==> src/rtl/nanov_spi_ram_pkg.sv <==
// Shared definitions for the nanoV SPI SRAM responder.
//
// Contents:
//   OP_READ, OP_WRITE, OP_FAST_READ  opcodes recognised by the responder
//   ADDR_BITS                        width of the serial address field
//   spi_state_t                      responder FSM states
//
// Optional feature macro used by the files that import this package:
//   SPI_RAM_FAST_READ_EN  enables the FAST READ (0x0B) opcode with 8 dummy bits
package nanoV_spi_pkg;

  localparam logic [7:0] OP_READ      = 8'h03;
  localparam logic [7:0] OP_WRITE     = 8'h02;
  localparam logic [7:0] OP_FAST_READ = 8'h0B;

  localparam int ADDR_BITS = 24;

  typedef enum logic [2:0] {
    CMD,
    ADDR,
    DUMMY,
    READ,
    WRITE,
    IGNORE
  } spi_state_t;

endpackage

==> src/rtl/nanov_spi_ram_shifter.sv <==
// nanoV_spi_shifter: 8-bit shift register and 5-bit bit counter shared by all
// phases of the SPI responder (opcode, address, dummy and data bytes).
//
// Ports:
//   clk, rstn   clock and asynchronous active-low reset
//   clear       synchronous clear of counter and shift data (deselect)
//   shift_en    one bit event: shift bit_in in, advance the counter
//   bit_in      serial input bit (MOSI)
//   restart     on a bit event, return the counter to 0 instead of advancing
//   load_en     on a bit event, replace the shift data with load_data
//   load_data   parallel byte to present on the serial output
//   data_msb    bit 7 of the shift data (serial output bit)
//   next_byte   byte that the shift data becomes if bit_in is shifted in now
//   byte_done   bit event that completes a byte (counter low bits == 7)
//   word_done   bit event that completes the 24-bit address field
//
// Optional feature macro: none in this file (SPI_RAM_FAST_READ_EN is handled
// by the top module).
module nanoV_spi_shifter
  import nanoV_spi_pkg::*;
(
  input  logic       clk,
  input  logic       rstn,
  input  logic       clear,
  input  logic       shift_en,
  input  logic       bit_in,
  input  logic       restart,
  input  logic       load_en,
  input  logic [7:0] load_data,
  output logic       data_msb,
  output logic [7:0] next_byte,
  output logic       byte_done,
  output logic       word_done
);

  logic [7:0] data;
  logic [4:0] bit_cnt;

  // The strobes are qualified by shift_en so that the top can act on them
  // directly as "this edge completes a byte / the address".
  assign data_msb  = data[7];
  assign next_byte = {data[6:0], bit_in};
  assign byte_done = shift_en && (bit_cnt[2:0] == 3'd7);
  assign word_done = shift_en && (bit_cnt == 5'(ADDR_BITS - 1));

  // Shift data and bit counter. A parallel load takes priority over the shift
  // so the next read byte lands on the same edge that finishes the previous
  // one; restart lets the owner reset the count at every phase boundary.
  always_ff @(posedge clk or negedge rstn) begin
    if (!rstn) begin
      data    <= 8'h00;
      bit_cnt <= 5'd0;
    end else if (clear) begin
      data    <= 8'h00;
      bit_cnt <= 5'd0;
    end else if (shift_en) begin
      data    <= load_en ? load_data : next_byte;
      bit_cnt <= restart ? 5'd0 : bit_cnt + 5'd1;
    end
  end

endmodule

==> src/rtl/nanov_spi_ram.sv <==
// nanov_spi_ram: cycle-accurate 23LC-style SPI SRAM responder for the nanoV CPU.
// Supports sequential READ (0x03) and WRITE (0x02) with a 24-bit address, of
// which only the low log2(DEPTH) bits are used. Zero dummy bits on READ.
//
// Parameters:
//   DEPTH      memory size in bytes (power of 2)
//   INIT_FILE  optional preload image name; memory is preloaded through the
//              backdoor port
//
// Ports:
//   clk             system clock shared with the CPU
//   rstn            asynchronous active-low reset
//   spi_select      chip select, active-low
//   spi_mosi        serial data in, MSB first
//   spi_clk_enable  bit-transfer qualifier
//   spi_miso        serial data out (0 whenever not streaming read data)
//   ld_en           backdoor byte write strobe
//   ld_addr         backdoor byte address
//   ld_data         backdoor byte data
//
// Optional feature macro:
//   SPI_RAM_FAST_READ_EN  accept FAST READ (0x0B): 8 dummy bits after the
//                         address, then the READ stream. Without it 0x0B is
//                         treated as an unknown opcode.
module nanov_spi_ram
  import nanoV_spi_pkg::*;
#(
  parameter int    DEPTH     = 256,
  parameter string INIT_FILE = "",
  localparam int   AW        = $clog2(DEPTH)
) (
  input  logic          clk,
  input  logic          rstn,
  input  logic          spi_select,
  input  logic          spi_mosi,
  input  logic          spi_clk_enable,
  output logic          spi_miso,
  input  logic          ld_en,
  input  logic [AW-1:0] ld_addr,
  input  logic [7:0]    ld_data
);

  logic [7:0]    mem [DEPTH];
  spi_state_t    state;
  logic [AW-1:0] addr;
  logic [AW-1:0] addr_next;
  logic          rd_flag;
`ifdef SPI_RAM_FAST_READ_EN
  logic          fast_flag;
`endif

  logic          shift_en;
  logic          restart;
  logic          load_en;
  logic [AW-1:0] load_addr;
  logic [7:0]    load_data;
  logic          shift_msb;
  logic [7:0]    next_byte;
  logic          byte_done;
  logic          word_done;

  // The address is shifted in bit by bit; keeping only the low AW bits means
  // the upper address bits fall off the top and are ignored automatically.
  assign shift_en  = !spi_select && spi_clk_enable;
  assign addr_next = AW'({addr, spi_mosi});
  assign restart   = (state == ADDR) ? word_done : byte_done;
  assign load_data = mem[load_addr];
  assign spi_miso  = !spi_select && (state == READ) && shift_msb;

  nanoV_spi_shifter u_shifter (
    .clk       (clk),
    .rstn      (rstn),
    .clear     (spi_select),
    .shift_en  (shift_en),
    .bit_in    (spi_mosi),
    .restart   (restart),
    .load_en   (load_en),
    .load_data (load_data),
    .data_msb  (shift_msb),
    .next_byte (next_byte),
    .byte_done (byte_done),
    .word_done (word_done)
  );

  // Choose which byte, if any, is loaded into the output shifter on this
  // edge: the first byte on the last address bit (or last dummy bit), and
  // the following byte on the last bit of each streamed byte.
  always_comb begin
    load_en   = 1'b0;
    load_addr = addr;
    case (state)
      ADDR: begin
        load_addr = addr_next;
`ifdef SPI_RAM_FAST_READ_EN
        load_en   = word_done && rd_flag && !fast_flag;
`else
        load_en   = word_done && rd_flag;
`endif
      end
      DUMMY: begin
        load_en = byte_done;
      end
      READ: begin
        load_addr = addr + AW'(1);
        load_en   = byte_done;
      end
      default: begin
        load_en = 1'b0;
      end
    endcase
  end

  // Transaction FSM. Deselect returns to CMD from any state; with the clock
  // enable low everything holds. The address register accumulates during
  // ADDR and then serves as the byte pointer for the data phase.
  always_ff @(posedge clk or negedge rstn) begin
    if (!rstn) begin
      state     <= CMD;
      addr      <= '0;
      rd_flag   <= 1'b0;
`ifdef SPI_RAM_FAST_READ_EN
      fast_flag <= 1'b0;
`endif
    end else if (spi_select) begin
      state <= CMD;
    end else if (spi_clk_enable) begin
      case (state)
        CMD: begin
          if (byte_done) begin
            case (next_byte)
              OP_READ: begin
                state     <= ADDR;
                rd_flag   <= 1'b1;
`ifdef SPI_RAM_FAST_READ_EN
                fast_flag <= 1'b0;
`endif
              end
              OP_WRITE: begin
                state     <= ADDR;
                rd_flag   <= 1'b0;
`ifdef SPI_RAM_FAST_READ_EN
                fast_flag <= 1'b0;
`endif
              end
`ifdef SPI_RAM_FAST_READ_EN
              OP_FAST_READ: begin
                state     <= ADDR;
                rd_flag   <= 1'b1;
                fast_flag <= 1'b1;
              end
`endif
              default: state <= IGNORE;
            endcase
          end
        end
        ADDR: begin
          addr <= addr_next;
          if (word_done) begin
            if (!rd_flag) begin
              state <= WRITE;
`ifdef SPI_RAM_FAST_READ_EN
            end else if (fast_flag) begin
              state <= DUMMY;
`endif
            end else begin
              state <= READ;
            end
          end
        end
        DUMMY: begin
          if (byte_done) state <= READ;
        end
        READ, WRITE: begin
          if (byte_done) addr <= addr + AW'(1);
        end
        default: begin
          state <= state;
        end
      endcase
    end
  end

  // Memory write port. The backdoor assignment comes last so that it wins
  // over an SPI byte commit to the same address on the same edge. The array
  // is deliberately left out of reset.
  always_ff @(posedge clk) begin
    if ((state == WRITE) && byte_done) mem[addr] <= next_byte;
    if (ld_en) mem[ld_addr] <= ld_data;
  end

endmodule

==> config.mk <==
export PLATFORM = sky130hd
export DESIGN_NAME = nanov_spi_ram
export DESIGN_NICKNAME = d
export VERILOG_FILES = /design/src/rtl/nanov_spi_ram_pkg.sv /design/src/rtl/nanov_spi_ram_shifter.sv /design/src/rtl/nanov_spi_ram.sv
export SDC_FILE = /design/constraint.sdc
export NUM_CORES = 2
export LEC_CHECK = 0
export CELL_PAD_IN_SITES_DETAIL_PLACEMENT = 0
export CELL_PAD_IN_SITES_GLOBAL_PLACEMENT = 2
export CORE_ASPECT_RATIO = 0.7
export CORE_MARGIN = 3
export CORE_UTILIZATION = 25
export CTS_CLUSTER_DIAMETER = 80
export CTS_CLUSTER_SIZE = 14
export DETAILED_ROUTE_END_ITERATION = 12
export PLACE_DENSITY = 0.51
export SYNTH_ARGS = -nofsm -noshare
export SYNTH_HDL_FRONTEND = slang
export SYNTH_SLANG_ARGS = --single-unit
export TNS_END_PERCENT = 1
==> constraint.sdc <==
create_clock -name clk -period 8.9 [get_ports clk]
set_input_delay 1.335 -clock clk [delete_from_list [all_inputs] [get_ports clk]]
set_output_delay 1.335 -clock clk [all_outputs]
set_load 0.01 [all_outputs]
Yosys cells after proc, flatten, opt, wreduce, memory -nomap -nowiden. Memory sizes are Yosys's and may differ from the RTL's. Index checks and enable logic that the tools add are counted.

Bitwise operators: 1. Reduce and logical (&&, ||, !) cells: 20. Muxes and demuxes: 24. Add/subtract/negate cells: 2. Equal/unequal tests: 12.

Operator list (number): $mux W8 (4); $pmux W8 S2 (2); $mux W3 (7); $eq A8 B2 Y1 const B (2); $mux W5 (3); $reduce_and A5 Y1 (2); $ne A3 B3 Y1 const B (3); $pmux W3 S3 (1); $add A8 B1 Y8 const B (1); $reduce_bool A2 Y1 (4); $logic_and A1 B1 Y1 (7); $eq A3 B2 Y1 const B (2); $eq A3 B3 Y1 const B (2); $reduce_or A2 Y1 (3); $add A5 B1 Y5 const B (1); $eq A5 B5 Y1 const B (1); $mux W1 (5); $pmux W1 S2 (2); $reduce_and A4 Y1 (1); $reduce_bool A4 Y1 (1); $eq A3 B1 Y1 const B (1); $logic_not A3 Y1 (1); $ne A2 B2 Y1 const B (1); $logic_not A1 Y1 (1); $not A1 Y1 (1).

Input bits: 22. Bits in writable memories: 2048. Memories kept: 1. Output and inout port bits: 1. Word-level logic and storage cells: 65. Flip-flop bits (word level): 25.

Memory list: mem (words 256, bits a word 8, rd ports 1, clocked after memory_dff 0, wr ports 2, line nanov_spi_ram.sv:43) `logic [7:0] mem [DEPTH];`.

Depth between registers and ports, before layout.
Word-level depth: 8. Gate-level depth with buffers: 18. Gate-level depth less buffers: 12.

By module. A second synthesis with hierarchy kept.

Cells, all modules: 7240. Area, all modules: 108088.7 um2.

Modules (own cells, without submodules): nanov_spi_ram (cells an instance 7172, seq. area each 61799.3 um2, area each 107406.8 um2, instances 1); nanoV_spi_shifter (cells an instance 68, seq. area each 325.3 um2, area each 681.9 um2, instances 1).

Worst setup path before layout. OpenSTA, ideal clock, no wires.

Path type: input port to flip-flop. From: input spi_mosi. To: register u_shifter.data[4]. Path slack: 5.148 ns. Cell stages on the path: 12. Arrival: 3.641 ns. Buffers on the path: 4. Data required time: 8.789 ns. Setup time: 0.111 ns. Cell sequence: buf_2 or2_2 nand3_1 nand2_2 buf_2 buf_2 clkbuf_1 a311oi_1 a31oi_1 a221oi_1 nand4_1 a2111oi_2.

Longest elaborated chain between the ends: 5.

Ends and longest elaborated chain: from (decl) (line nanov_spi_ram.sv:35) `input logic spi_mosi,`; $pmux W8 S2 (line nanov_spi_ram.sv:91) `case (state)`; $mem_v2 Z256 W8; $mux W8 (line nanov_spi_ram_shifter.sv:57) `data <= load_en ? load_data : next_byte;`; $mux W8 (line nanov_spi_ram_shifter.sv:56) `end else if (shift_en) begin`; $mux W8 (line nanov_spi_ram_shifter.sv:53) `end else if (clear) begin`; to (signal assigned) (line nanov_spi_ram_shifter.sv:57); to (decl) (line nanov_spi_ram_shifter.sv:36) `logic [7:0] data;`.

Every way passes these cells. The select of a mux whose other input is x is not followed. A chain may end at the register's enable or synchronous reset.

Worst setup path in the final report.
From: register state[0]. To: register u_shifter.data[3].

Longest elaborated chain between the ends: 6. Elaborated cells on any way between the ends: 10. Classes of those cells: eq/ne: 3; mux: 5; reduce/logical: 1; memory: 1.

Ends and longest elaborated chain: from (decl) (line nanov_spi_ram.sv:44) `spi_state_t state;`; from (signal assigned) (line nanov_spi_ram.sv:177) `state <= state;`; $eq A3 B2 Y1 / $eq A3 B1 Y1 (equally long branches) (line nanov_spi_ram.sv:91); $pmux W8 S2 / $reduce_or A2 Y1 (equally long branches); $mem_v2 Z256 W8 / $pmux W1 S2 (equally long branches); $mux W8 (*) (line nanov_spi_ram_shifter.sv:57); $mux W8 (*) (line nanov_spi_ram_shifter.sv:56); $mux W8 (*) (line nanov_spi_ram_shifter.sv:53).

Mark *: on every way between the ends. The rest lies on a longest branch, timed or not. The select of a mux whose other input is x is not followed.

==> results.ini <==
[die]
start_util = 0.2519
rows = 203
core-area_um2 = 438400
die_area_um2 = 449900
die_w_um = 800.5
fp.dieH_um = 562.1
pin_count = 23

[logic_synthesis]
synth_fp_nets = 9065
synth_edf_count = 2048
synth-simple-area-share = 0.1165
synth.avg_cell_area_um2 = 12.22
synth_mux_area_frac = 0.2326
synth_compound_area_frac = 0.05132
synth-xor-area-share = 0.0002379
ys_ff_latch = 2073
synth_ff_type = edfxtp_1
ys.warnings.count = 0
synth_fa_ha_area_frac = 0.0006797
ys_types = 84
netlist_top_cells_area = edfxtp_1 56%, mux2_2 21%, nand2_1 6.0%, nand3_1 3.1%, clkbuf_1 2.0%
synth_top_family_by_area = multiplexers
synth_top_area_frac = 0.5568
yosys.area.top_type = edfxtp_1
ys_seq_area_frac = 0.5625
syn_area_um2 = 110500
synth_async_sr_flop_share = 0.01206
syn_inst = 9037

[worst_setup_path]
worst_setup_path_start_kind = register
critical_path_class = reg2reg
cp_max_fo = 59
cp.required_ps = 9630
crit_arrival_ps = 7250
endpoint_kind = register

[worst_hold_path]
min_path_type = in2async

[global_route]
grt_use_total = 0.2242
grt_max_degree = 148
grt.overflow.total = 0
gr-usage-met1 = 0.3506
grt_pass1_vias = 77160
grt_use_met2 = 0.3197
grt_use_met3 = 0.03790
grt_pass1_wl_um = 710100
antenna_found_initial = 59
busiest_layer = met1

[drt]
drc = 0
drtAntennaViolNets = 0
routed_wl_um = 524600
vias = 80060
dr.pass1.iters = 6
via_per_inst = 5.526
avgRoutedWirePerCell_um = 36.21
drt-initial-drc-count = 9563

[cts]
post_cts_resized = 0
clkTransAtPathRegs_ps = 80
hold_buffers = 0
post_cts.repair.setup_buffers = 0
h-tree-depth = 4
numCtsBuffers = 178
insertion_delay_ps = 900
cts_tree = done
clk_path_buf_depth = 4
clkSinkCount = 2073
cts-root-buf = clkbuf_16

[finish]
num-fill-cells = 45260
areaGrowthSynthToFinish_pct = 10.37
multi_input_area_um2 = 44670
final_common_cell = mux2_2
final_nets = 8627
drive_above_1_share = 0.3163
ff_latch_area_um2 = 62150
final_cell_mix = 2052 x mux2_2, 2048 x edfxtp_1, 1744 x nand2_1
utilization = 0.2781

[timing]
fin_setup_tns_ps = 0
min_period_ps = 6525
worst-slew-pin-transition_ps = 1425
fin_crit_sh = 0.7331
slew_violations = 0
rsz0062_at_grt = no
finalHoldViolCount = 0
maxSlewHeadroom = 0.02521
fin_skew_ps = 60.75
fmax_mhz = 153.3
setup_viol = 0

[power_and_ir_drop]
ir_drop_mv = 0.1389
leakagePower_uw = 0.04312
power-per-cell-area_nw_per_um2 = 161.9

[placement]
dp_hpwl_um = 321400
portBuffers = 22
gp_congestion = 0.8239

[status]
violations = max-capacitance violations
status = finished, violations left

[job]
cap_violations = 1

synthesized netlist by cell type, types with 4 or more instances:
master / count
a2111oi_0: 4
a211o_1: 4
a211oi_1: 25
a21boi_0: 7
a21oi_1: 44
a221oi_1: 24
a22o_1: 11
a22oi_1: 58
a311oi_1: 133
a31oi_1: 133
a32o_1: 5
a32oi_1: 4
and2_1: 15
and3_1: 153
buf_1: 60
buf_2: 235
buf_4: 28
buf_6: 10
clkbuf_1: 598
dfrtp_1: 25
edfxtp_1: 2048
ha_1: 6
inv_1: 8
mux2_2: 2053
mux2i_1: 69
mux4_2: 83
nand2_1: 1766
nand2b_1: 11
nand3_1: 689
nand4_1: 29
nor2_1: 235
nor2b_1: 15
nor3_1: 29
nor3_2: 4
nor4_1: 9
o2111ai_1: 8
o211ai_1: 9
o21a_1: 4
o21ai_0: 142
o22ai_1: 174
or2_2: 4
power by group:
| part | internal, µW | leakage [µW] | switching [µW] | total, µW |
|---|---|---|---|---|
| Clock | 3660 | 0.00232 | 3990 | 7640 |
| Combinational | 400 | 0.0200 | 1010 | 1410 |
| Sequential | 10700 | 0.0208 | 25.1 | 10700 |
critical path, stage by stage (launching register included):
cell and delay [ps]:
dfrtp_1 590, nor2b_2 780, nand3_1 430, nand2_8 600, buf_4 410, buf_12 350, mux4_2 560, a22o_1 240
a21oi_1 260, o21ai_0 390, a2111oi_0 1290, buf_4 270, nor4_1 50
per-stage QoR:
stage	hold slack (ps)	setup WS (ps)	power, µW	std cells	cell area [µm²]
floorplan	435.9	5148	11640	9037	110500
global placement	491.0	2192	12290	14250	117000
detailed placement	480.0	2244	12300	14260	117100
CTS	452.9	2507	19870	14470	121800
global route	500.2	2300	20240	14470	121900
finish	500.8	2375	19730	14490	121900
flip-flops by register name (all words and copies together), names as in the netlist:
signal             cells
mem                 2048
addr                   8
u_shifter.data         8
u_shifter.bit_cnt      5
state                  3
rd_flag                1
final timing paths:
path                                      start                   end  slack (ps)  depth (start not counted)
min                                        rstn  u_shifter.bit_cnt[3]         500                          1
min in group clk           u_shifter.bit_cnt[4]  u_shifter.bit_cnt[4]         510                          1
max in group asynchronous                  rstn     u_shifter.data[3]        7820                          1
min reg2reg                u_shifter.bit_cnt[4]  u_shifter.bit_cnt[4]         510                          1
max reg2reg                            state[0]     u_shifter.data[3]        2380                         12
max                                    state[0]     u_shifter.data[3]        2380                         12
logic make-up (layout without fill, tap and decap cells):
logic type | after synthesis | in the layout
AOI/OAI and AO/OA | 825 | 825
xor gates and xnor gates | 3 | 3
adders and majority gates | 6 | 6
buffers and inverters | 939 | 533
DFF | 2073 | 2073
muxes | 2206 | 2206
other | 0 | 15
and+or+nand+nor | 2985 | 2985
layout make-up:
type / instances / area share
Inverter: 8 / 0.0002463
Clock buffer: 196 / 0.03744
Timing Repair Buffer: 313 / 0.02445
Antenna cell: 15 / 0.0003079
Clock inverter: 16 / 0.001304
Sequential cell: 2073 / 0.5098
Multi-Input combinational cell: 6025 / 0.3664
Tap cell: 5842 / 0.05996
routing by layer:
layer  share of wire  vias to the layer above
li1                -                    32760
met1            0.49                    43360
met2            0.41                     3409
met3           0.074                      530
met4           0.021                        4
met5        0.000040                        -
Power figures use the tool's default switching activity.
